`config.mk`:
```
export PLATFORM = sky130hd
export DESIGN_NAME = cache_wb_reader_flat
export DESIGN_NICKNAME = d
export VERILOG_FILES = /design/src/rtl/cache_wb_reader_pkg.sv /design/src/rtl/cache_wb_reader_if.sv /design/src/rtl/cache_wb_reader_line_buffer.sv /design/src/rtl/cache_wb_reader.sv /design/src/flat_wrapper.sv
export SDC_FILE = /design/constraint.sdc
export NUM_CORES = 1
export LEC_CHECK = 0
export BUFFER_PORTS_ARGS = -buffer_cell sky130_fd_sc_hd__buf_2
export CORE_MARGIN = 2
export CORE_UTILIZATION = 45
export CTS_CLUSTER_SIZE = 20
export DETAILED_ROUTE_END_ITERATION = 7
export GPL_TIMING_DRIVEN = 1
export PLACE_DENSITY = 0.83
export REMOVE_ABC_BUFFERS = 1
export SLEW_MARGIN = 10
export SYNTH_ARGS = -nofsm -noshare
export SYNTH_HDL_FRONTEND = slang
export SYNTH_HIERARCHICAL = 1
export SYNTH_SLANG_ARGS = --single-unit
```
`constraint.sdc`:
```
create_clock -name clk -period 2 [get_ports clk]
set_clock_uncertainty 0.1 [all_clocks]
set_input_delay 0.4 -clock clk [delete_from_list [all_inputs] [get_ports clk]]
set_output_delay 0.4 -clock clk [all_outputs]
set_load 0.01 [all_outputs]
```
`src/rtl/cache_wb_reader_pkg.sv`:
```
`default_nettype none
// ============================================================================
// Module      : cache_wb_reader_pkg
// Description : Shared definitions for the cache write-back reader: data and
//               bank geometry, beat counter width and FSM state encodings.
// Ports       : none (package)
// Revision    : 1.0 - initial release
// ============================================================================
package cache_wb_reader_pkg;

  localparam int c_DATA_WIDTH   = 32;
  localparam int c_BANK_NUM     = 4;
  localparam int c_RAM_NUM      = c_BANK_NUM;
  localparam int c_CACHE_RAM_AW = 10;
  localparam int c_WB_BEAT_W    = 2;

  // Write-back FSM states
  typedef enum logic [1:0] {
    WB_IDLE = 2'd0,
    WB_RD   = 2'd1,
    WB_CAP  = 2'd2,
    WB_SEND = 2'd3
  } wb_state_e;

endpackage : cache_wb_reader_pkg
`default_nettype wire

```
`src/rtl/cache_wb_reader_if.sv`:
```
`default_nettype none
// ============================================================================
// Module      : cache_wb_reader_if
// Description : Bundle of the request, bank-read and write-back beat signals
//               of the cache write-back reader.
//               slave  modport : the reader itself
//               master modport : controller / bank array / bus side
// Ports       : none (signals only)
//   req_valid_i/req_ready_o/req_index_i/req_tag_i : victim-line request
//   bank_rd_addr_o/bank_rd_data_i                 : bank read port
//   wb_valid_o/wb_ready_i/wb_data_o/wb_addr_o/wb_last_o : beat channel
//   busy_o                                        : reader not idle
//   wb_parity_o (only with WB_PARITY_EN)          : even parity of wb_data_o
// Config      : `WB_PARITY_EN adds wb_parity_o
// Revision    : 1.0 - initial release
// ============================================================================
interface cache_wb_reader_if
  import cache_wb_reader_pkg::*;
#(
  parameter int DATA_WIDTH   = c_DATA_WIDTH,
  parameter int BANK_NUM     = c_BANK_NUM,
  parameter int CACHE_RAM_AW = c_CACHE_RAM_AW,
  parameter int IDX_W        = CACHE_RAM_AW - 2,
  parameter int TAG_W        = 32 - IDX_W - 4
);

  logic                           req_valid_i;
  logic                           req_ready_o;
  logic [IDX_W-1:0]               req_index_i;
  logic [TAG_W-1:0]               req_tag_i;
  logic [CACHE_RAM_AW-1:0]        bank_rd_addr_o;
  logic [BANK_NUM*DATA_WIDTH-1:0] bank_rd_data_i;
  logic                           wb_valid_o;
  logic                           wb_ready_i;
  logic [DATA_WIDTH-1:0]          wb_data_o;
  logic [31:0]                    wb_addr_o;
  logic                           wb_last_o;
  logic                           busy_o;
`ifdef WB_PARITY_EN
  logic                           wb_parity_o;
`endif

  modport slave (
    input  req_valid_i, req_index_i, req_tag_i, bank_rd_data_i, wb_ready_i,
    output req_ready_o, bank_rd_addr_o, wb_valid_o, wb_data_o, wb_addr_o,
           wb_last_o, busy_o
`ifdef WB_PARITY_EN
    , output wb_parity_o
`endif
  );

  modport master (
    output req_valid_i, req_index_i, req_tag_i, bank_rd_data_i, wb_ready_i,
    input  req_ready_o, bank_rd_addr_o, wb_valid_o, wb_data_o, wb_addr_o,
           wb_last_o, busy_o
`ifdef WB_PARITY_EN
    , input wb_parity_o
`endif
  );

endinterface : cache_wb_reader_if
`default_nettype wire

```
`src/rtl/cache_wb_reader_line_buffer.sv`:
```
`default_nettype none
// ============================================================================
// Module      : wb_line_buffer
// Description : Holds one captured cache line (BANK_NUM words) and presents
//               the word selected by the current beat index.
// Ports       : clk, rst_n         - clock, async active-low reset
//               i_load             - capture i_line at the clock edge
//               i_line             - full line, word k on [DW*k +: DW]
//               i_sel              - beat index selecting the output word
//               o_word             - selected word
//               o_parity           - even parity of o_word (WB_PARITY_EN)
// Config      : `WB_PARITY_EN adds o_parity
// Revision    : 1.0 - initial release
// ============================================================================
module wb_line_buffer
  import cache_wb_reader_pkg::*;
#(
  parameter int DATA_WIDTH = c_DATA_WIDTH,
  parameter int BANK_NUM   = c_BANK_NUM,
  parameter int BEAT_W     = c_WB_BEAT_W
) (
  input  logic                           clk,
  input  logic                           rst_n,
  input  logic                           i_load,
  input  logic [BANK_NUM*DATA_WIDTH-1:0] i_line,
  input  logic [BEAT_W-1:0]              i_sel,
  output logic [DATA_WIDTH-1:0]          o_word
`ifdef WB_PARITY_EN
  , output logic                         o_parity
`endif
);

  logic [DATA_WIDTH-1:0] r_words [BANK_NUM];
`ifdef WB_PARITY_EN
  logic [BANK_NUM-1:0]   r_par;
`endif

  generate
    for (genvar k = 0; k < BANK_NUM; k++) begin : g_word
      always_ff @(posedge clk or negedge rst_n) begin
        if (!rst_n) begin
          r_words[k] <= '0;
        end else if (i_load) begin
          r_words[k] <= i_line[k*DATA_WIDTH +: DATA_WIDTH];
        end
      end

`ifdef WB_PARITY_EN
      // Parity is computed at capture so it leaves a flop alongside the word.
      always_ff @(posedge clk or negedge rst_n) begin
        if (!rst_n) begin
          r_par[k] <= 1'b0;
        end else if (i_load) begin
          r_par[k] <= ^i_line[k*DATA_WIDTH +: DATA_WIDTH];
        end
      end
`endif
    end
  endgenerate

  assign o_word = r_words[i_sel];
`ifdef WB_PARITY_EN
  assign o_parity = r_par[i_sel];
`endif

endmodule : wb_line_buffer
`default_nettype wire

```
`src/rtl/cache_wb_reader.sv`:
```
`default_nettype none
// ============================================================================
// Module      : cache_wb_reader
// Description : Data-cache write-back reader. On a victim request it reads
//               one full line from the bank array (all banks in parallel),
//               captures it, and streams it as BANK_NUM beats over a
//               valid/ready channel with addresses {tag, index, beat, 2'b00}.
// Ports       : clk   - clock
//               rst_n - asynchronous active-low reset
//               bus   - cache_wb_reader_if.slave (request, bank read port,
//                       beat channel, busy; parity with WB_PARITY_EN)
// Config      : `WB_PARITY_EN adds bus.wb_parity_o
// Revision    : 1.0 - initial release
// ============================================================================
module cache_wb_reader
  import cache_wb_reader_pkg::*;
#(
  parameter int DATA_WIDTH   = c_DATA_WIDTH,
  parameter int BANK_NUM     = c_RAM_NUM,
  parameter int CACHE_RAM_AW = c_CACHE_RAM_AW,
  parameter int IDX_W        = CACHE_RAM_AW - 2,
  parameter int TAG_W        = 32 - IDX_W - 4
) (
  input  logic              clk,
  input  logic              rst_n,
  cache_wb_reader_if.slave  bus
);

  localparam int              BEAT_W      = c_WB_BEAT_W;
  localparam logic [BEAT_W-1:0] c_LAST_BEAT = BEAT_W'(BANK_NUM - 1);

  wb_state_e               r_state;
  logic [TAG_W-1:0]        r_tag;
  logic [IDX_W-1:0]        r_index;
  logic [CACHE_RAM_AW-1:0] r_bank_addr;
  logic [BEAT_W-1:0]       r_beat;
  logic                    r_req_ready;
  logic                    r_busy;
  logic                    r_wb_valid;
  logic                    r_wb_last;

  logic                    w_req_fire;
  logic                    w_beat_fire;
  logic                    w_load;
  logic [DATA_WIDTH-1:0]   w_word;

  // r_req_ready is only set in IDLE, so it doubles as the state qualifier.
  assign w_req_fire  = bus.req_valid_i && r_req_ready;
  assign w_beat_fire = r_wb_valid && bus.wb_ready_i;
  // Bank data is valid during CAP (address sampled at the end of RD).
  assign w_load      = (r_state == WB_CAP);

  always_ff @(posedge clk or negedge rst_n) begin
    if (!rst_n) begin
      r_state     <= WB_IDLE;
      r_tag       <= '0;
      r_index     <= '0;
      r_bank_addr <= '0;
      r_beat      <= '0;
      r_req_ready <= 1'b1;
      r_busy      <= 1'b0;
      r_wb_valid  <= 1'b0;
      r_wb_last   <= 1'b0;
    end else begin
      case (r_state)
        WB_IDLE: begin
          if (w_req_fire) begin
            r_tag       <= bus.req_tag_i;
            r_index     <= bus.req_index_i;
            r_bank_addr <= {bus.req_index_i, 2'b00};
            r_beat      <= '0;
            r_req_ready <= 1'b0;
            r_busy      <= 1'b1;
            r_state     <= WB_RD;
          end
        end
        WB_RD: begin
          r_state <= WB_CAP;
        end
        WB_CAP: begin
          r_wb_valid <= 1'b1;
          r_wb_last  <= 1'b0;
          r_state    <= WB_SEND;
        end
        WB_SEND: begin
          if (w_beat_fire) begin
            if (r_beat == c_LAST_BEAT) begin
              // Beat counter stays at the last beat until the next accept.
              r_wb_valid  <= 1'b0;
              r_wb_last   <= 1'b0;
              r_req_ready <= 1'b1;
              r_busy      <= 1'b0;
              r_state     <= WB_IDLE;
            end else begin
              r_beat    <= r_beat + 1'b1;
              r_wb_last <= (r_beat == (c_LAST_BEAT - 1'b1));
            end
          end
        end
        default: begin
          r_state <= WB_IDLE;
        end
      endcase
    end
  end

  wb_line_buffer #(
    .DATA_WIDTH (DATA_WIDTH),
    .BANK_NUM   (BANK_NUM),
    .BEAT_W     (BEAT_W)
  ) u_line_buf (
    .clk      (clk),
    .rst_n    (rst_n),
    .i_load   (w_load),
    .i_line   (bus.bank_rd_data_i),
    .i_sel    (r_beat),
    .o_word   (w_word)
`ifdef WB_PARITY_EN
    , .o_parity (bus.wb_parity_o)
`endif
  );

  assign bus.req_ready_o    = r_req_ready;
  assign bus.busy_o         = r_busy;
  assign bus.bank_rd_addr_o = r_bank_addr;
  assign bus.wb_valid_o     = r_wb_valid;
  assign bus.wb_last_o      = r_wb_last;
  assign bus.wb_data_o      = w_word;
  assign bus.wb_addr_o      = {r_tag, r_index, r_beat, 2'b00};

endmodule : cache_wb_reader
`default_nettype wire

```
`src/flat_wrapper.sv`:
```
// flat-port wrapper written by rule: the top's interface ports become plain ports
module cache_wb_reader_flat import cache_wb_reader_pkg::*;
#(
  parameter int DATA_WIDTH   = c_DATA_WIDTH,
  parameter int BANK_NUM     = c_RAM_NUM,
  parameter int CACHE_RAM_AW = c_CACHE_RAM_AW,
  parameter int IDX_W        = CACHE_RAM_AW - 2,
  parameter int TAG_W        = 32 - IDX_W - 4
)
  (clk, rst_n, bus_req_valid_i, bus_req_index_i, bus_req_tag_i, bus_bank_rd_data_i, bus_wb_ready_i, bus_req_ready_o, bus_bank_rd_addr_o, bus_wb_valid_o, bus_wb_data_o, bus_wb_addr_o, bus_wb_last_o, bus_busy_o);
  cache_wb_reader_if #(.DATA_WIDTH(DATA_WIDTH), .BANK_NUM(BANK_NUM), .CACHE_RAM_AW(CACHE_RAM_AW), .IDX_W(IDX_W), .TAG_W(TAG_W)) bus_i ();
  input  logic clk;
  input  logic rst_n;
  input wire logic [$bits(bus_i.req_valid_i)-1:0] bus_req_valid_i;
  input wire logic [$bits(bus_i.req_index_i)-1:0] bus_req_index_i;
  input wire logic [$bits(bus_i.req_tag_i)-1:0] bus_req_tag_i;
  input wire logic [$bits(bus_i.bank_rd_data_i)-1:0] bus_bank_rd_data_i;
  input wire logic [$bits(bus_i.wb_ready_i)-1:0] bus_wb_ready_i;
  output wire logic [$bits(bus_i.req_ready_o)-1:0] bus_req_ready_o;
  output wire logic [$bits(bus_i.bank_rd_addr_o)-1:0] bus_bank_rd_addr_o;
  output wire logic [$bits(bus_i.wb_valid_o)-1:0] bus_wb_valid_o;
  output wire logic [$bits(bus_i.wb_data_o)-1:0] bus_wb_data_o;
  output wire logic [$bits(bus_i.wb_addr_o)-1:0] bus_wb_addr_o;
  output wire logic [$bits(bus_i.wb_last_o)-1:0] bus_wb_last_o;
  output wire logic [$bits(bus_i.busy_o)-1:0] bus_busy_o;
  assign bus_i.req_valid_i = bus_req_valid_i;
  assign bus_i.req_index_i = bus_req_index_i;
  assign bus_i.req_tag_i = bus_req_tag_i;
  assign bus_i.bank_rd_data_i = bus_bank_rd_data_i;
  assign bus_i.wb_ready_i = bus_wb_ready_i;
  assign bus_req_ready_o = bus_i.req_ready_o;
  assign bus_bank_rd_addr_o = bus_i.bank_rd_addr_o;
  assign bus_wb_valid_o = bus_i.wb_valid_o;
  assign bus_wb_data_o = bus_i.wb_data_o;
  assign bus_wb_addr_o = bus_i.wb_addr_o;
  assign bus_wb_last_o = bus_i.wb_last_o;
  assign bus_busy_o = bus_i.busy_o;
  cache_wb_reader #(.DATA_WIDTH(DATA_WIDTH), .BANK_NUM(BANK_NUM), .CACHE_RAM_AW(CACHE_RAM_AW), .IDX_W(IDX_W), .TAG_W(TAG_W)) u_core (.clk(clk), .rst_n(rst_n), .bus(bus_i));
endmodule
```
==> qor.txt <==
CTS tree = done
Max-Cap Viols = 0
Pwr Density = 1750 nW/um2
GRT Residual Overflow = 0
Hold WC Path Type = in -> reg
number of I/O port buffers = 233
EDFF count, synth = 0
WS Path Type = reg -> out
Yosys warning count = 6
worst IR drop on VDD = 0.00108 V
status = complete, but fails checks
sequential fraction of the synthesis area = 56.1%
dominant synthesized flop cell = dfrtp_1
Yosys reg bits = 164
crit end category = primary output
Multi-input gate area = 2930 um2
PnR worst setup slack = -0.239 ns
hpwl dp = 11,200 um
Clock Pin Slew Worst Setup and Hold Paths = 0.07 ns
critical path's slowest cell = mux4_2
fin area = 9440 um2
Static Leak = 4.33 nW
clock sink total = 164
Residual DRC = 0
fin. max-slew vios = 0
vias post-DR = 4,556
Final nets = 837
ys async rst share = 100%
largest net degree at the start of global routing = 72
Mapped Cells = 433
worst setup path startpoint = u_core/r_beat[0]$_DFFE_PN0P_
routed len/inst = 17.2 um
global placement routability congestion = 0.776
initial core utilization = 46.1%
Initial DRC Count = 193
Crit path required time = 1.50 ns
post-place setup slack = 0.133 ns
failing checks = negative setup slack
period utilization = 112%
setup violators final = 32
Final Util = 59.4%
Placed Area = 8670 um2
synth unique cells = 30
Max stage delay on crit path = 0.49 ns
Critical Path Start Type = flop
initial antenna violation count = 1
minimum clock period = 2.24 ns
synthesized area = 7320 um2
CP arrival = 1.74 ns
hold path start = bus_req_tag_i[11]
first-pass GRT wire length = 25,400 um
reg2reg start = u_core/r_beat[0]$_DFFE_PN0P_
final-report hold violation count = 0
RSZ-0062 raised after global routing = yes
root buffer cell = clkbuf_16
GRT Resource Usage Total = 18.6%
CTS Buf Count = 17
htree depth = 4
Die Y = 132 um
ratio of cells with drive above 1 in the final layout = 70.6%
DRT antenna net count = 0
drt first pass iters = 4
Hold WS = 0.106 ns
# fillers = 1,234
WP depth = 4
Power Total = 16.6 mW
non-filler instance count after layout = 900
Largest delay share family, worst path = multiplexers
drt total wl = 15,500 um
Area Growth Syn to Fin = 28.9%
Worst-Skew Late Latency = 0.42 ns
core area = 15,900 um2
Via-to-Cell Ratio = 5.06
Max Freq = 447 MHz
clock tree buffer depth = 2
register area = 4110 um2
average size of a mapped cell = 16.9 um2
crit-path cells = buf_4 > clkbuf_16 > mux4_2 > buf_2
die area = 17,300 um2
vias in the first global route = 5,021
worst hold path cell count = 2
depth of the most critical reg-to-reg path = 7
CP max FO = 5
Row Count = 46
Fin Setup TNS = -6.94 ns
CP Buf/Inv Count = 3
placed cell count = 862
die width = 132 um
Ports = 238
-- cells in the mapped netlist, types with 2 or more instances --
cell | instances | area, um2
buf_6 | 3 | 33.8
nand2_1 | 5 | 18.8
buf_12 | 3 | 60.1
dfrtp_1 | 163 | 4080
nand3_1 | 2 | 10.0
inv_1 | 4 | 15.0
mux2_4 | 20 | 300
mux2i_1 | 2 | 20.0
mux2_2 | 137 | 1540
mux4_2 | 30 | 676
mux4_1 | 2 | 52.6
o21ai_0 | 3 | 15.0
buf_4 | 23 | 173
buf_2 | 7 | 35.0
ha_1 | 7 | 87.6
nor2_1 | 4 | 15.0
o31ai_1 | 5 | 37.5
-- final cells by class --
| cell class | instances | share of cell area [%] |
|---|---|---|
| antenna | 1 | 0.0265 |
| clock buffer | 20 | 4.94 |
| clock inverter | 12 | 1.29 |
| inverter | 4 | 0.159 |
| multi-input combinational | 232 | 31.0 |
| sequential | 164 | 43.5 |
| tap | 216 | 2.86 |
| timing repair buffer | 251 | 16.2 |
-- kinds of logic after synthesis --
group,after synthesis,synth area share (%)
compound gates,14,1.68
fa+ha+maj,7,1.20
other cells,1,0.0512
buf+inv,40,4.32
flops,164,56.1
mux,191,35.4
simple gates,16,1.27
-- power by group --
group / internal (mW) / total [mW] / switching, mW
Clock: 1.84 / 3.20 / 1.36
Combinational: 4.46 / 7.38 / 2.92
Sequential: 5.06 / 5.98 / 0.922
-- repair_timing --
action	CTS	global route
resized for setup	13	10
gates cloned	0	1
setup buffers	2	1
hold buffers	1	0
hold endpoints to repair	44	0
pin swaps	0	1
endpoints found under the setup margin	32	33
-- cells in the final DEF, fill, tap and decap left out, drive strengths merged, types with 2 or more instances in the layout --
cell,n
nor2,4
o31ai,5
conb,4
nand2,5
mux4,32
clkinv,3
mux2i,2
nand3,3
clkbuf,21
buf,249
ha,7
dfrtp,163
a21boi,2
inv,8
clkinvlp,4
o21ai,3
mux2,157
-- sequential cells by signal, indices dropped and copies added, names as in the netlist --
signal,count
u_core/u_line_buf/r_words,128
u_core/r_beat,2
u_core/bus.req_ready_o,1
u_core/bus.wb_valid_o,1
u_core/bus.wb_last_o,1
u_core/r_index,8
u_core/r_state,2
u_core/bus.busy_o,1
u_core/r_tag,20
-- per-layer routing --
| metal | track usage [%] | share of wire [%] | wire length [um] | vias up |
|---|---|---|---|---|
| li1 | - | - | - | 2050 |
| met4 | 6.70 | 1.7 | 258 | 0 |
| met1 | 22.6 | 41 | 6290 | 2312 |
| met5 | 0 | 0 | 0 | - |
| met2 | 32.0 | 52 | 8040 | 177 |
| met3 | 4.82 | 5.9 | 921 | 17 |
-- final timing paths --
path / end / slack [ns]
hold reg to reg: u_core/u_line_buf/r_words[50]$_DFFE_PN0P_ / 0.40
setup reg to reg: u_core/r_state[1]$_DFFE_PN0P_ / 0.14
max in group asynchronous: u_core/u_line_buf/r_words[15]$_DFFE_PN0P_ / 0.79
hold / removal: u_core/r_tag[11]$_DFFE_PN0P_ / 0.11
setup / recovery: bus_wb_data_o[27] / -0.24
min in group asynchronous: u_core/r_tag[7]$_DFFE_PN0P_ / 0.39
-- worst register-to-register path, cell delays in order (launching register included) --
cell       delay [ns]
dfrtp_2          0.38
buf_4            0.15
clkbuf_16        0.16
buf_4            0.15
ha_4             0.17
nor2b_1          0.07
nor3_2           0.23
mux2_2           0.35
(Power assumes the default switching activity.)
